**src/rtl/riscv_pkg.sv**
```systemverilog
// riscv_pkg: shared types and constants for the RV32I core front end.
//   XLEN          - architectural register / address width
//   NOP_INSTR     - addi x0,x0,0, used as the pipeline bubble encoding
//   fetch_state_t - instruction-fetch controller states
//   if_id_t       - contents of the IF/ID pipeline register
package riscv_pkg;

  localparam int XLEN = 32;

  localparam logic [XLEN-1:0] NOP_INSTR = 32'h0000_0013;

  typedef enum logic [1:0] {
    S_IDLE,
    S_REQ,
    S_WAIT,
    S_FULL
  } fetch_state_t;

  typedef struct packed {
    logic [XLEN-1:0] instr;
    logic [XLEN-1:0] pc;
    logic            valid;
  } if_id_t;

endpackage

```
**src/rtl/fetch_stage_if_id_reg.sv**
```systemverilog
// if_id_reg: IF/ID pipeline register with flush, hold and load controls.
// Ports:
//   clk       - core clock
//   rst       - asynchronous active-low reset
//   stall     - hold current contents
//   flush     - force a bubble (wins over stall)
//   load      - take load_data this cycle (when not stalled/flushed)
//   load_data - {instr, pc, valid} to load
//   q         - current register contents
// A bubble replaces the instruction with BUBBLE_INSTR and clears valid but
// leaves pc untouched, so id_pc keeps pointing at the last real instruction.
module if_id_reg
  import riscv_pkg::*;
#(
  parameter logic [XLEN-1:0] BUBBLE_INSTR = NOP_INSTR
) (
  input  logic   clk,
  input  logic   rst,
  input  logic   stall,
  input  logic   flush,
  input  logic   load,
  input  if_id_t load_data,
  output if_id_t q
);

  if_id_t q_reg;

  always_ff @(posedge clk or negedge rst) begin
    if (!rst) begin
      q_reg.instr <= BUBBLE_INSTR;
      q_reg.pc    <= '0;
      q_reg.valid <= 1'b0;
    end else if (flush) begin
      q_reg.instr <= BUBBLE_INSTR;
      q_reg.valid <= 1'b0;
    end else if (!stall) begin
      if (load) begin
        q_reg <= load_data;
      end else begin
        q_reg.instr <= BUBBLE_INSTR;
        q_reg.valid <= 1'b0;
      end
    end
  end

  assign q = q_reg;

endmodule

```
**src/rtl/fetch_stage.sv**
```systemverilog
// fetch_stage: RV32I instruction fetch plus IF/ID register.
// Ports:
//   clk, rst (async active-low)
//   if_stall               - hazard unit hold of IF/ID and PC
//   redirect_valid/_pc     - EX branch/jump target (pc bits [1:0] ignored)
//   imem_req/imem_addr     - one-cycle request pulse and its word address
//   imem_rvalid/imem_rdata - response strobe and instruction word
//   id_instr, id_pc, id_pc_plus4, id_valid, id_flush - IF/ID outputs
// One request is outstanding at most. A word that returns while decode is
// stalled is parked in a one-entry skid buffer. A redirect that arrives
// while a request is still in flight sets a discard flag so the stale word
// is dropped when it eventually returns.
module fetch_stage
  import riscv_pkg::XLEN, riscv_pkg::if_id_t, riscv_pkg::fetch_state_t,
         riscv_pkg::S_IDLE, riscv_pkg::S_REQ, riscv_pkg::S_WAIT, riscv_pkg::S_FULL;
#(
  parameter logic [31:0] RESET_PC  = 32'h0000_0000,
  parameter logic [31:0] NOP_INSTR = riscv_pkg::NOP_INSTR
) (
  input  logic            clk,
  input  logic            rst,
  input  logic            if_stall,
  input  logic            redirect_valid,
  input  logic [XLEN-1:0] redirect_pc,
  output logic            imem_req,
  output logic [XLEN-1:0] imem_addr,
  input  logic            imem_rvalid,
  input  logic [XLEN-1:0] imem_rdata,
  output logic [XLEN-1:0] id_instr,
  output logic [XLEN-1:0] id_pc,
  output logic [XLEN-1:0] id_pc_plus4,
  output logic            id_valid,
  output logic            id_flush
);

  fetch_state_t    state_q, state_n;
  logic [XLEN-1:0] pc_q, pc_n;
  logic            discard_q, discard_n;
  if_id_t          skid_q, skid_n;
  logic            load;
  if_id_t          load_data;
  if_id_t          if_id;

  // Targets are word aligned; the low bits of redirect_pc carry no meaning.
  logic unused_redirect_lsbs;
  assign unused_redirect_lsbs = ^redirect_pc[1:0];

  always_ff @(posedge clk or negedge rst) begin
    if (!rst) begin
      state_q   <= S_IDLE;
      pc_q      <= RESET_PC;
      discard_q <= 1'b0;
      skid_q    <= '0;
    end else begin
      state_q   <= state_n;
      pc_q      <= pc_n;
      discard_q <= discard_n;
      skid_q    <= skid_n;
    end
  end

  always_comb begin
    state_n   = state_q;
    pc_n      = pc_q;
    discard_n = discard_q;
    skid_n    = skid_q;
    load      = 1'b0;
    load_data = '0;

    if (redirect_valid) begin
      pc_n         = {redirect_pc[XLEN-1:2], 2'b00};
      skid_n.valid = 1'b0;
      case (state_q)
        // The request issued this cycle will still return: mark it stale.
        S_REQ: begin
          discard_n = 1'b1;
          state_n   = S_WAIT;
        end
        S_WAIT: begin
          if (imem_rvalid) begin
            discard_n = 1'b0;
            state_n   = S_REQ;
          end else begin
            discard_n = 1'b1;
          end
        end
        default: state_n = S_REQ;
      endcase
    end else begin
      case (state_q)
        S_IDLE: state_n = S_REQ;
        S_REQ:  state_n = S_WAIT;
        S_WAIT: begin
          if (imem_rvalid) begin
            if (discard_q) begin
              discard_n = 1'b0;
              state_n   = S_REQ;
            end else if (!if_stall) begin
              load      = 1'b1;
              load_data = '{instr: imem_rdata, pc: pc_q, valid: 1'b1};
              pc_n      = pc_q + 32'd4;
              state_n   = S_REQ;
            end else begin
              skid_n  = '{instr: imem_rdata, pc: pc_q, valid: 1'b1};
              state_n = S_FULL;
            end
          end
        end
        S_FULL: begin
          if (!if_stall) begin
            load         = 1'b1;
            load_data    = skid_q;
            skid_n.valid = 1'b0;
            pc_n         = pc_q + 32'd4;
            state_n      = S_REQ;
          end
        end
        default: state_n = S_IDLE;
      endcase
    end
  end

  if_id_reg #(
    .BUBBLE_INSTR(NOP_INSTR)
  ) u_if_id (
    .clk      (clk),
    .rst      (rst),
    .stall    (if_stall),
    .flush    (redirect_valid),
    .load     (load),
    .load_data(load_data),
    .q        (if_id)
  );

  // Request depends on state only, so memory-side inputs never loop back.
  assign imem_req    = (state_q == S_REQ);
  assign imem_addr   = pc_q;
  assign id_instr    = if_id.instr;
  assign id_pc       = if_id.pc;
  assign id_pc_plus4 = if_id.pc + 32'd4;
  assign id_valid    = if_id.valid;
  assign id_flush    = ~if_id.valid;

endmodule
```
**config.mk**
```make
export PLATFORM = sky130hd
export DESIGN_NAME = fetch_stage
export DESIGN_NICKNAME = d
export VERILOG_FILES = /design/src/rtl/riscv_pkg.sv /design/src/rtl/fetch_stage_if_id_reg.sv /design/src/rtl/fetch_stage.sv
export SDC_FILE = /design/constraint.sdc
export NUM_CORES = 1
export LEC_CHECK = 0
export ABC_CLOCK_PERIOD_IN_PS = 3100
export BUFFER_PORTS_ARGS = -buffer_cell sky130_fd_sc_hd__buf_2
export CAP_MARGIN = 20
export CORE_UTILIZATION = 49
export CTS_CLUSTER_SIZE = 28
export DETAILED_ROUTE_END_ITERATION = 7
export PLACE_DENSITY_LB_ADDON = 0.15
export SYNTH_ARGS = -nofsm -noshare
export SYNTH_HDL_FRONTEND = slang
export SYNTH_HIERARCHICAL = 1
export SYNTH_SLANG_ARGS = --single-unit
export TNS_END_PERCENT = 20
```
**constraint.sdc**
```tcl
create_clock -name clk -period 3.1 [get_ports clk]
set_input_delay 0.62 -clock clk [delete_from_list [all_inputs] [get_ports clk]]
set_output_delay 0.62 -clock clk [all_outputs]
set_load 0.01 [all_outputs]
```
# Word level (Yosys, flattened, before mapping)
# Cells that the tools add are included.
word_totals:
  regBits: 165
  input_bits: 69
  out_inout_bits: 131
  wordCells: 73
op_classes:
  add_sub_neg: 2
  eq_ne: 9
  muxes: 38
  n_bitwise: 4
  reduce_logical: 11
ops:
  columns: ["operator", "count"]
  rows:
  - ["2-to-1 mux 32 bit", 7]
  - ["2-to-1 mux 65 bit", 3]
  - ["case mux 65 bit (2 select lines)", 1]
  - ["adder 32 x 3 -> 32 bit (second input constant)", 2]
  - ["case mux 32 bit (2 select lines)", 1]
  - ["2-to-1 mux 1 bit", 15]
  - ["2-to-1 mux 2 bit", 6]
  - ["!= test 3 bit (second input constant)", 4]
  - ["AND reduction 5 bit", 2]
  - ["AND reduction 3 bit", 3]
  - ["case mux 2 bit (4 select lines)", 1]
  - ["case mux 1 bit (2 select lines)", 3]
  - ["nonzero test 2 bit", 3]
  - ["== test 2 bit (second input constant)", 2]
  - ["inverter 1 bit", 4]
  - ["case mux 2 bit (2 select lines)", 1]
  - ["nonzero test 3 bit", 1]
  - ["== test 2 x 1 -> 1 bit (second input constant)", 1]
  - ["logical NOT 2 bit", 1]
  - ["!= test 2 x 1 -> 1 bit (second input constant)", 1]
  - ["!= test 2 bit (second input constant)", 1]
  - ["AND reduction 2 bit", 1]

# Depth between registers and ports, before layout
# Gate-level depths: netlist of the first run.
depth:
  word_depth: 8
  depth_mapped: 12
  depth_no_buf: 7

# Hierarchy
# The synthesis of the first run kept the hierarchy.
modules_own_cells:
  columns: ["module", "instances", "cells_each", "area_each_um2", "seq_area_each_um2"]
  rows:
  - ["fetch_stage", 1, 631, 5938.2, 2402.3]
  - ["if_id_reg", 1, 214, 2652.5, 1630.3]

# Least setup slack after synthesis of the first run
# OpenSTA, ideal clock, no wires.
synth_path:
  path_type: "reg2reg"
  from: "register state_q[0]"
  to: "register u_if_id.q_reg (netlist bit u_if_id/q[10])"
  setup_time_ps: 125
  t_arrival_ps: 2769
  t_required_ps: 2975
  setup_slack_ps: 206
  stages_incl_launch_ff: 13
  n_path_buf: 5
  period_less_slack_ps: 2894
  path_cell_list: "dfrtp_1 > inv_1 > ha_1 > buf_6 > and4bb_2 > buf_2 > clkbuf_1 > buf_1 > nor2_1 > nor2_1 > nor3b_4 > buf_6 > mux2_2"
synth_between:
  elab_chain_len: 4
  word_cells_on_any_way: 6
  cone_classes: "eq/ne: 2; mux: 3; reduce/logical: 1"
synth_rtl:
  columns: ["item", "line", "rtl"]
  rows:
  - ["start: declaration", "fetch_stage.sv:36", "fetch_state_t state_q, state_n;"]
  - ["start signal: assignment", "fetch_stage.sv:55", "state_q <= state_n;"]
  - ["== test 2 bit", "fetch_stage.sv:90", "case (state_q)"]
  - ["case mux 1 bit (2 select lines) *", "fetch_stage.sv:90", null]
  - ["2-to-1 mux 1 bit *", "fetch_stage.sv:70", "if (redirect_valid) begin"]
  - ["named net load", "fetch_stage.sv:40", "logic load;"]
  - ["AND reduction 3 bit (no source line) *", null, null]
  - ["end signal: assignment", "fetch_stage_if_id_reg.sv:38", "q_reg <= load_data;"]
  - ["end: declaration", "fetch_stage_if_id_reg.sv:26", "if_id_t q_reg;"]
# Mark *: on every way through the listed nets, which the timed path passes. The rest lies on a longest branch.
# A chain may end at the register's enable or synchronous reset.

# Worst setup path after layout of the first run
layout_path:
  from: "register u_if_id.q_reg (netlist bit u_if_id/q[4])"
  to: "output id_pc_plus4[30]"
layout_between:
  elab_chain_len: 1
layout_rtl:
  columns: ["item", "line", "rtl"]
  rows:
  - ["adder 32 x 3 -> 32 bit", "fetch_stage.sv:140", "assign id_pc_plus4 = if_id.pc + 32'd4;"]
  - ["end: declaration", "fetch_stage.sv:31", "output logic [XLEN-1:0] id_pc_plus4,"]
# Every way passes these cells.

==> impl_metrics.csv, run 1 <==
group,metric,value,unit
sta,setup_violations,0,
setup_path,slowest_delay,0.45,ns
grt,grt_usage,25.3,%
clocking,cts_root_buf,"clkbuf_16",
drt,antenna_left,0,
place,hpwl,14800,um
clocking,cts-resized-gates,0,
synthesis,yosys_warnings,6,
place,io_buffers,195,
clocking,post-cts-setup-buffers,0,
drt,drtPass1Iterations,5,
power,net-switching-power,1.66,mW
sta,rsz0062_at_grt,"no",
setup_path,cp-start-kind,"flip-flop",
run_status,status,"finished, final reports clean",
setup_path,path_cells,"ha_1, inv_1, nor4_2, buf_4, nand4_1, xnor2_1, buf_2",
grt,grt_antenna_before_repair,0,
sta,fin_skew,0.00717,ns
grt,gr-total-overflow,0,
synthesis,synth_top_cell_by_area,"dfrtp_1",
layout,drive_gt1_share,34.9,%
drt,wire_per_inst,18.0,um
power,clockPowerShare,36.6,%
power,power_frac_comb,17.2,%
synthesis,ys_types,63,
die,die_area,0.0181,mm^2
drt,vias_per_cell,5.78,
sta,drv_slew,0,
clocking,htree_levels,4,
clocking,cts.sinks,161,
power,p_sw_share,28.8,%
drt,drt-initial-drc-count,522,
clocking,cts_tree,"built",
worst_hold_path,hp-class,"input pin to async pin",
grt,grt_max_degree,71,
job,max_cap_viol_count,0,
setup_path,critPathKind,"flip-flop to output pin",
setup_path,cp_max_fo,9,
layout,syn_to_final_growth,20.0,%
power,p_leak,4.68,nW
synthesis,ys_seq_area_share,46.9,%
synthesis,syn_inst,845,
die,core,0.0172,mm^2
synthesis,ys_ff_latch,161,
synthesis,ys_async_sr_fraction,100,%
die,die_w,134,um
clocking,hold_buffers,0,
place,dpl_cell_area,0.00971,mm^2
clocking,clock_path_buffers,2,
power,power_frac_seq,46.2,%
power,vdd_drop_max,0.000445,V
sta,finalHoldViolCount,0,
power,p_int,4.11,mW
power,powerDensity,560,mW/mm^2
place,pre_cts_ws,0.510,ns
layout,nets,1086,
sta,post-route-min-period,2.80,ns
die,die_h,134,um
sta,tns,0,ns
grt,grt_pass1_vias,6455,
sta,fin_crit_sh,90.4,%
die,initial_utilization,49.8,%
synthesis,syn-cell-area,0.00859,mm^2
synthesis,syn_avg_cell_area,10.2,um^2
layout,diodes,0,
place,gp_congestion,0.838,
setup_path,cp_data_arrival_time,2.18,ns
synthesis,synth_edf_count,0,
synthesis,synth_top_area_share,46.0,%
synthesis,ys_dominant_reg_cell,"dfrtp_1",
setup_path,critPathSlowestCell,"dfrtp_1",
synthesis,synth_area_leaders,"dfrtp_1 46%, mux2_2 12%, a22oi_1 5.5%",
sta,slew_headroom,49.3,%
setup_path,required,2.48,ns
die,num_rows,48,
clocking,clkLatencyLatePin,0.42,ns
sta,worst_pin_slew,0.760,ns
drt,drc_errors,0,
clocking,numCtsBuffers,17,
drt,routed_wl,22500,um
layout,largest_register_ffs,65,
clocking,clk_pin_slew,0.07,ns
grt,grt_pass1_wl,35900,um
die,io_pins,200,
drt,via_count,7230,
setup_path,end_kind,"output pin",
layout,final_cell_area,0.0103,mm^2
sta,fmax,0.357,GHz
sta,final.setup.worst_slack,0.298,ns
[path summary, 6_finish.rpt]
path                       cells after the start  slack [ns]           start              end
setup / recovery                               7        0.30    u_if_id/q[4]  id_pc_plus4[30]
hold / removal                                 1        0.19             rst    u_if_id/q[57]
max in group asynchronous                      2        2.09             rst     imem_addr[9]
hold reg to reg                                1        0.51      skid_q[63]       skid_q[63]
min in group clk                               3        0.41  redirect_pc[6]     imem_addr[6]
setup reg to reg                               8        0.49      state_q[0]    u_if_id/q[42]
[final cells by class]
| cell class | instances | area, um^2 |
|---|---|---|
| Inverter | 16 | 60.1 |
| Clock inverter | 15 | 169 |
| Multi-Input combinational cell | 602 | 4200 |
| Clock buffer | 17 | 425 |
| Timing Repair Buffer | 214 | 1140 |
| Fill cell | 1511 | 6930 |
| Tap cell | 225 | 282 |
| Sequential cell | 161 | 4030 |
[critical path, delay by kind of cell, from the launching register on]
kind | cells | cell delay (ns)
AND/OR/NAND/NOR | 2 | 0.38
flip-flops | 1 | 0.45
buffers and inverters | 3 | 0.46
XOR/XNOR | 1 | 0.20
adder cells (fa/ha/maj) | 1 | 0.25
[cell usage after synthesis, types with 8 or more instances]
master      n
inv_1      15
nand4_1    17
and4_1      9
a22oi_1    63
xnor2_1    25
mux2_2     93
nand3b_1   33
a21oi_1    35
nand3_1    27
clkbuf_1   35
nand2_1    62
o21ai_0    20
a31oi_1    15
dfrtp_1   158
nor2_1     89
xor2_1     10
or4_1       8
buf_2      16
[through the flow]
stage               power (mW)  cells  utilization (%)  hold WS (ns)
floorplan                 3.32    848                -         0.324
global placement          3.66   1218             56.3         0.489
detailed placement        3.69   1218             56.3         0.496
CTS                       5.81   1250             59.8         0.222
global route              6.05   1250             59.8         0.239
finish                    5.78   1250             59.8         0.189
[power groups by stage]
stage	combinational [mW]	sequential [mW]	clock (mW)
after floorplan	0.687	2.63	0
after global placement	0.979	2.68	0
after detailed placement	0.995	2.70	0
after CTS	0.999	2.66	2.15
after global routing	1.10	2.71	2.24
final	0.993	2.67	2.11
[routing by layer]
layer | GRT usage (%) | share of wire [%] | routed length, um
met2 | 37.8 | 45 | 10200
met3 | 4.46 | 4.9 | 1110
met4 | 5.56 | 0.89 | 199
met1 | 38.2 | 49 | 11000
met5 | 0 | 0 | 0
[cell families (layout without fill, tap and decap cells)]
group,count (synthesis),count (layout),share of synthesized area (%)
fa+ha+maj,5,5,0.728
xor+xnor,35,35,3.57
flops,161,161,46.9
compound gates,165,165,12.9
simple gates,296,296,18.5
other cells,1,4,0.0437
mux,97,97,12.7
buf+inv,85,262,4.63
[cell usage in the layout, fill, tap and decap left out, types with 15 or more instances in the layout]
master	n
mux2_2	93
a22oi_1	63
inv_1	15
nand2_1	62
nand3_1	27
clkbuf_16	17
a21oi_1	35
nand4_1	17
dfrtp_1	158
a31oi_1	15
xnor2_1	25
buf_2	194
o21ai_0	20
buf_4	18
nand3b_1	33
nor2_1	88
Note: power is estimated with default switching activity, not from simulation.
==> run 2, diff against run 1 <==
- CORE_MARGIN: default -> 3
==> impl_metrics.csv, run 2 (same netlist as run 1, synthesis figures left out) <==
group,metric,value,unit
power,power_frac_comb,17.6,%
layout,syn_to_final_growth,19.3,%
power,clockPowerShare,35.0,%
place,io_buffers,195,
die,die_h,138,um
die,io_pins,200,
clocking,cts.sinks,161,
sta,fmax,0.365,GHz
clocking,cts_tree,"built",
sta,worst_pin_slew,0.754,ns
setup_path,cp_data_arrival_time,2.12,ns
grt,grt_antenna_before_repair,0,
drt,drtPass1Iterations,5,
clocking,post-cts-setup-buffers,0,
die,num_rows,47,
layout,layout.cells.most_common_list,"194 x buf_2, 158 x dfrtp_1, 93 x mux2_2",
power,p_int,4.04,mW
place,hpwl,15300,um
grt,grt_pass1_vias,6830,
power,vdd_drop_max,0.000386,V
place,gp_congestion,0.850,
setup_path,critPathKind,"flip-flop to output pin",
layout,fillCellCount,1474,
die,die_area,0.0192,mm^2
job,max_cap_viol_count,0,
layout,drive_gt1_share,34.3,%
clocking,numCtsBuffers,17,
layout,nets,1084,
grt,grt_max_degree,68,
layout,mostFrequentLayoutCell,"buf_2",
sta,setup_violations,0,
sta,post-route-min-period,2.74,ns
drt,antenna_left,0,
clocking,clkLatencyLatePin,0.42,ns
setup_path,slowest_delay,0.44,ns
power,p_leak,4.65,nW
drt,via_count,7141,
setup_path,path_cells,"and3_1, and4_1, nand4_1, xnor2_1, buf_2",
die,die_w,138,um
power,power_frac_seq,47.4,%
power,powerDensity,550,mW/mm^2
grt,gr-total-overflow,0,
place,dpl_cell_area,0.00970,mm^2
layout,diodes,0,
layout,final_cell_area,0.0102,mm^2
layout,largest_register_ffs,65,
drt,drc_errors,0,
worst_hold_path,hp-class,"input pin to async pin",
layout,multi_input_comb_area,0.00420,mm^2
setup_path,critPathSlowestCell,"dfrtp_1",
setup_path,cp-start-kind,"flip-flop",
power,net-switching-power,1.59,mW
sta,fin_skew,0.00948,ns
drt,wire_per_inst,18.4,um
grt,grt_usage,23.6,%
clocking,clk_pin_slew,0.06,ns
clocking,clock_path_buffers,2,
sta,slew_headroom,49.8,%
run_status,status,"finished, final reports clean",
layout,layout.area.seq,0.00403,mm^2
clocking,hold_buffers,0,
die,core,0.0169,mm^2
sta,drv_slew,0,
sta,tns,0,ns
drt,vias_per_cell,5.76,
drt,drt-initial-drc-count,474,
die,initial_utilization,50.9,%
sta,finalHoldViolCount,0,
grt,grt_pass1_wl,37300,um
clocking,cts_root_buf,"clkbuf_16",
sta,fin_crit_sh,88.5,%
drt,routed_wl,22800,um
power,p_sw_share,28.3,%
setup_path,required,2.48,ns
setup_path,end_kind,"output pin",
clocking,htree_levels,4,
setup_path,cp_max_fo,8,
sta,rsz0062_at_grt,"no",
-- run 2: changes by cell type in the layout (fill, tap and decap cells not counted), sizes merged --
cell / change
bufinv: -1
clkinv: -5
buf: -2
clkbuf: +5
clkinvlp: -2
-- run 2: final timing paths --
path	cells after the start	from	slack [ns]	to
max	5	u_if_id/q[15]	0.36	id_pc_plus4[27]
min	1	rst	0.18	imem_addr[25]
max reg2reg	8	state_q[0]	0.60	u_if_id/q[29]
min reg2reg	1	skid_q[56]	0.51	skid_q[56]
max in group asynchronous	2	rst	2.09	imem_addr[14]
min in group clk	3	redirect_pc[3]	0.41	imem_addr[3]
-- run 2: what timing repair did --
item	CTS	global route
hold endpoints to repair	0	0
setup endpoints to repair	0	3
resized for setup	0	1
-- run 2: cell type report --
class	count	area share, %
Tap cell	220	2.69
Sequential cell	161	39.4
Multi-Input combinational cell	602	41.0
Clock inverter	7	0.855
Timing Repair Buffer	212	11.1
Inverter	16	0.586
Clock buffer	22	4.43
-- run 2: through the flow --
| stage | std cells | power (mW) | setup WS (ns) | utilization [%] | hold slack [ns] |
|---|---|---|---|---|---|
| detailed placement | 1211 | 3.69 | 0.599 | 57.5 | 0.496 |
| floorplan | 848 | 3.32 | 0.206 | - | 0.324 |
| CTS | 1240 | 5.69 | 0.184 | 60.7 | 0.205 |
| finish | 1240 | 5.63 | 0.358 | 60.7 | 0.185 |
| global placement | 1211 | 3.66 | 0.648 | 57.5 | 0.489 |
| global route | 1240 | 5.91 | 0.180 | 60.7 | 0.215 |
-- run 2: power groups by stage --
| stage | Combinational (mW) | Sequential, mW | Clock [mW] |
|---|---|---|---|
| floorplan | 0.687 | 2.63 | 0 |
| global placement | 0.982 | 2.68 | 0 |
| detailed placement | 0.996 | 2.70 | 0 |
| CTS | 1.00 | 2.66 | 2.02 |
| global route | 1.10 | 2.71 | 2.11 |
| finish | 0.993 | 2.67 | 1.97 |
-- run 2: worst max-delay path, delay by kind of cell (launching register included) --
| family | cells | cell delay [ns] |
|---|---|---|
| and+or+nand+nor | 3 | 0.92 |
| buffers and inverters | 1 | 0.15 |
| xor gates and xnor gates | 1 | 0.18 |
| DFF | 1 | 0.44 |
-- run 2: per-layer routing --
layer	vias up	global-route usage [%]	part of all wire (%)
met4	0	5.41	0.92
met2	217	35.4	45
met1	3514	35.6	48
li1	3390	-	-
met3	20	4.70	5.3
met5	-	0	0
==> run 3, diff against run 2 <==
- CORE_UTILIZATION: 49 -> 48
- SYNTH_HIERARCHICAL: 1 -> default
==> impl_metrics.csv, run 3 <==
group,metric,value,unit
run_status,status,"finished, final reports clean",
synthesis,syn_inst,716,
layout,nets,979,
sta,fin_crit_sh,94.7,%
setup_path,end_kind,"output pin",
clocking,numCtsBuffers,17,
job,max_cap_viol_count,0,
synthesis,ys_async_sr_fraction,100,%
drt,via_count,6215,
drt,wire_per_inst,17.5,um
layout,diodes,0,
place,io_buffers,195,
power,p_sw_share,27.4,%
layout,syn_to_final_growth,24.8,%
sta,slew_headroom,41.3,%
place,dpl_cell_area,0.00887,mm^2
place,hpwl,13500,um
layout,drive_gt1_share,36.2,%
synthesis,synth_area_leaders,"dfrtp_1 51%, mux2_2 9.7%, a22oi_1 5.7%",
power,power,5.95,mW
sta,worst_pin_slew,0.877,ns
power,vdd_drop_max,0.000371,V
sta,tns,0,ns
setup_path,cp_max_fo,8,
die,initial_utilization,49.7,%
setup_path,critPathKind,"flip-flop to output pin",
setup_path,cp-start-kind,"flip-flop",
clocking,cts_tree,"built",
grt,grt_antenna_before_repair,1,
worst_hold_path,hp-class,"input pin to async pin",
layout,utilization,62.0,%
layout,mostFrequentLayoutCell,"buf_2",
die,die_h,132,um
die,core,0.0154,mm^2
synthesis,yosys_warnings,0,
layout,largest_register_ffs,64,
power,power_frac_comb,17.7,%
synthesis,syn-cell-area,0.00764,mm^2
sta,hold_slack,0.205,ns
clocking,clkLatencyLatePin,0.42,ns
clocking,htree_levels,4,
synthesis,ys_seq_area_share,52.4,%
drt,antenna_left,0,
synthesis,yosysMostFrequentCell,"dfrtp_1",
sta,fmax,0.341,GHz
grt,grt_max_degree,73,
die,io_pins,200,
die,num_rows,45,
layout,finalNonFillerCells,1125,
sta,fin_skew,0.00634,ns
setup_path,required,2.48,ns
power,power_frac_seq,44.3,%
place,dp_cells,1092,
sta,drv_slew,0,
layout,layout.cells.most_common_list,"194 x buf_2, 156 x dfrtp_1, 104 x nand2_1",
place,gp_congestion,0.814,
drt,drtPass1Iterations,4,
setup_path,cp_data_arrival_time,2.31,ns
synthesis,syn_avg_cell_area,10.7,um^2
die,die_area,0.0175,mm^2
power,p_leak,4.59,nW
synthesis,synth_common_cells,"157 x dfrtp_1, 104 x nand2_1, 67 x o21ai_0",
clocking,cts.sinks,160,
synthesis,synth_top_area_share,51.4,%
die,die_w,132,um
synthesis,synth_edf_count,0,
drt,drt-initial-drc-count,296,
place,pre_cts_ws,0.457,ns
power,clockPowerShare,38.0,%
sta,post-route-min-period,2.93,ns
drt,routed_wl,19700,um
power,p_int,4.32,mW
grt,grt_pass1_wl,32400,um
clocking,cts_root_buf,"clkbuf_16",
sta,final.setup.worst_slack,0.165,ns
clocking,clock_path_buffers,2,
grt,gr-total-overflow,0,
sta,setup_violations,0,
layout,final_cell_area,0.00954,mm^2
synthesis,ys_ff_latch,160,
sta,finalHoldViolCount,0,
power,net-switching-power,1.63,mW
synthesis,ys_types,55,
sta,rsz0062_at_grt,"no",
drt,drc_errors,0,
synthesis,synth_top_cell_by_area,"dfrtp_1",
drt,vias_per_cell,5.52,
power,powerDensity,624,mW/mm^2
grt,grt_usage,22.7,%
clocking,clk_pin_slew,0.06,ns
grt,grt_pass1_vias,6278,
synthesis,ys_dominant_reg_cell,"dfrtp_1",
## run 3: changes by cell type in the layout (fill, tap and decap cells not counted), moves of 27 or more
cell	change
a21oi_1	-32
nand3b_1	-32
o21ai_0	+47
nor2_1	-68
mux2_2	-27
nand2_1	+42
## run 3: cell type report
| class | instances | area [um^2] |
|---|---|---|
| Clock buffer | 23 | 478 |
| Inverter | 11 | 41.3 |
| Timing Repair Buffer | 215 | 1180 |
| Clock inverter | 6 | 155 |
| Sequential cell | 160 | 4010 |
| Fill cell | 1287 | 5840 |
| Multi-Input combinational cell | 499 | 3410 |
| Tap cell | 211 | 264 |
## run 3: cell families (layout without fill, tap and decap cells)
family | after synthesis | after routing | synth area share, %
AOI/OAI and AO/OA | 164 | 164 | 13.7
DFF | 160 | 160 | 52.4
and+or+nand+nor | 210 | 210 | 13.8
muxes | 68 | 68 | 10.0
adders and majority gates | 6 | 6 | 0.982
buffers and inverters | 58 | 255 | 3.42
xor gates and xnor gates | 49 | 49 | 5.62
other | 1 | 2 | 0.0491
## run 3: worst max-delay path: stages (launching register included)
cell and delay (ns):
dfrtp_1 0.52, nand4_4 0.17, nor4_4 0.61, nand2_2 0.15, nor2_2 0.16, xor2_1 0.14
buf_2 0.14
## run 3: path summary, 6_finish.rpt
path                                      start              end  slack (ns)  cells past startpoint
max in group asynchronous                   rst     u_if_id.q[3]        1.98                      2
worst min register to register    u_if_id.q[49]    u_if_id.q[49]        0.48                      2
worst max register to register       state_q[0]    imem_addr[31]        0.52                      7
worst min-delay path                        rst    u_if_id.q[13]        0.21                      1
min in group clk                redirect_pc[16]    imem_addr[16]        0.41                      3
worst max-delay path               u_if_id.q[8]  id_pc_plus4[31]        0.17                      6
## run 3: power by group through the flow
stage | clock, mW | combinational [mW] | sequential, mW
floorplan | 0 | 0.626 | 2.64
global placement | 0 | 1.02 | 2.64
detailed placement | 0 | 1.06 | 2.66
CTS | 2.30 | 1.07 | 2.63
global route | 2.40 | 1.17 | 2.68
finish | 2.26 | 1.05 | 2.63
## run 3: per-layer routing
layer,routed length [um],share of wire (%),global-route usage (%)
met5,7,0.036,0
met2,9770,50,37.3
met3,1360,6.9,5.92
met1,8050,41,29.2
met4,457,2.3,8.26
## run 3: what timing repair did
| action | in CTS | in global routing |
|---|---|---|
| setup endpoints to repair | 1 | 3 |
| resized for setup | 0 | 3 |
| hold buffers | 0 | 0 |
| pin swaps | 0 | 1 |
| endpoints found under the hold margin | 0 | 0 |
| setup buffers | 2 | 2 |
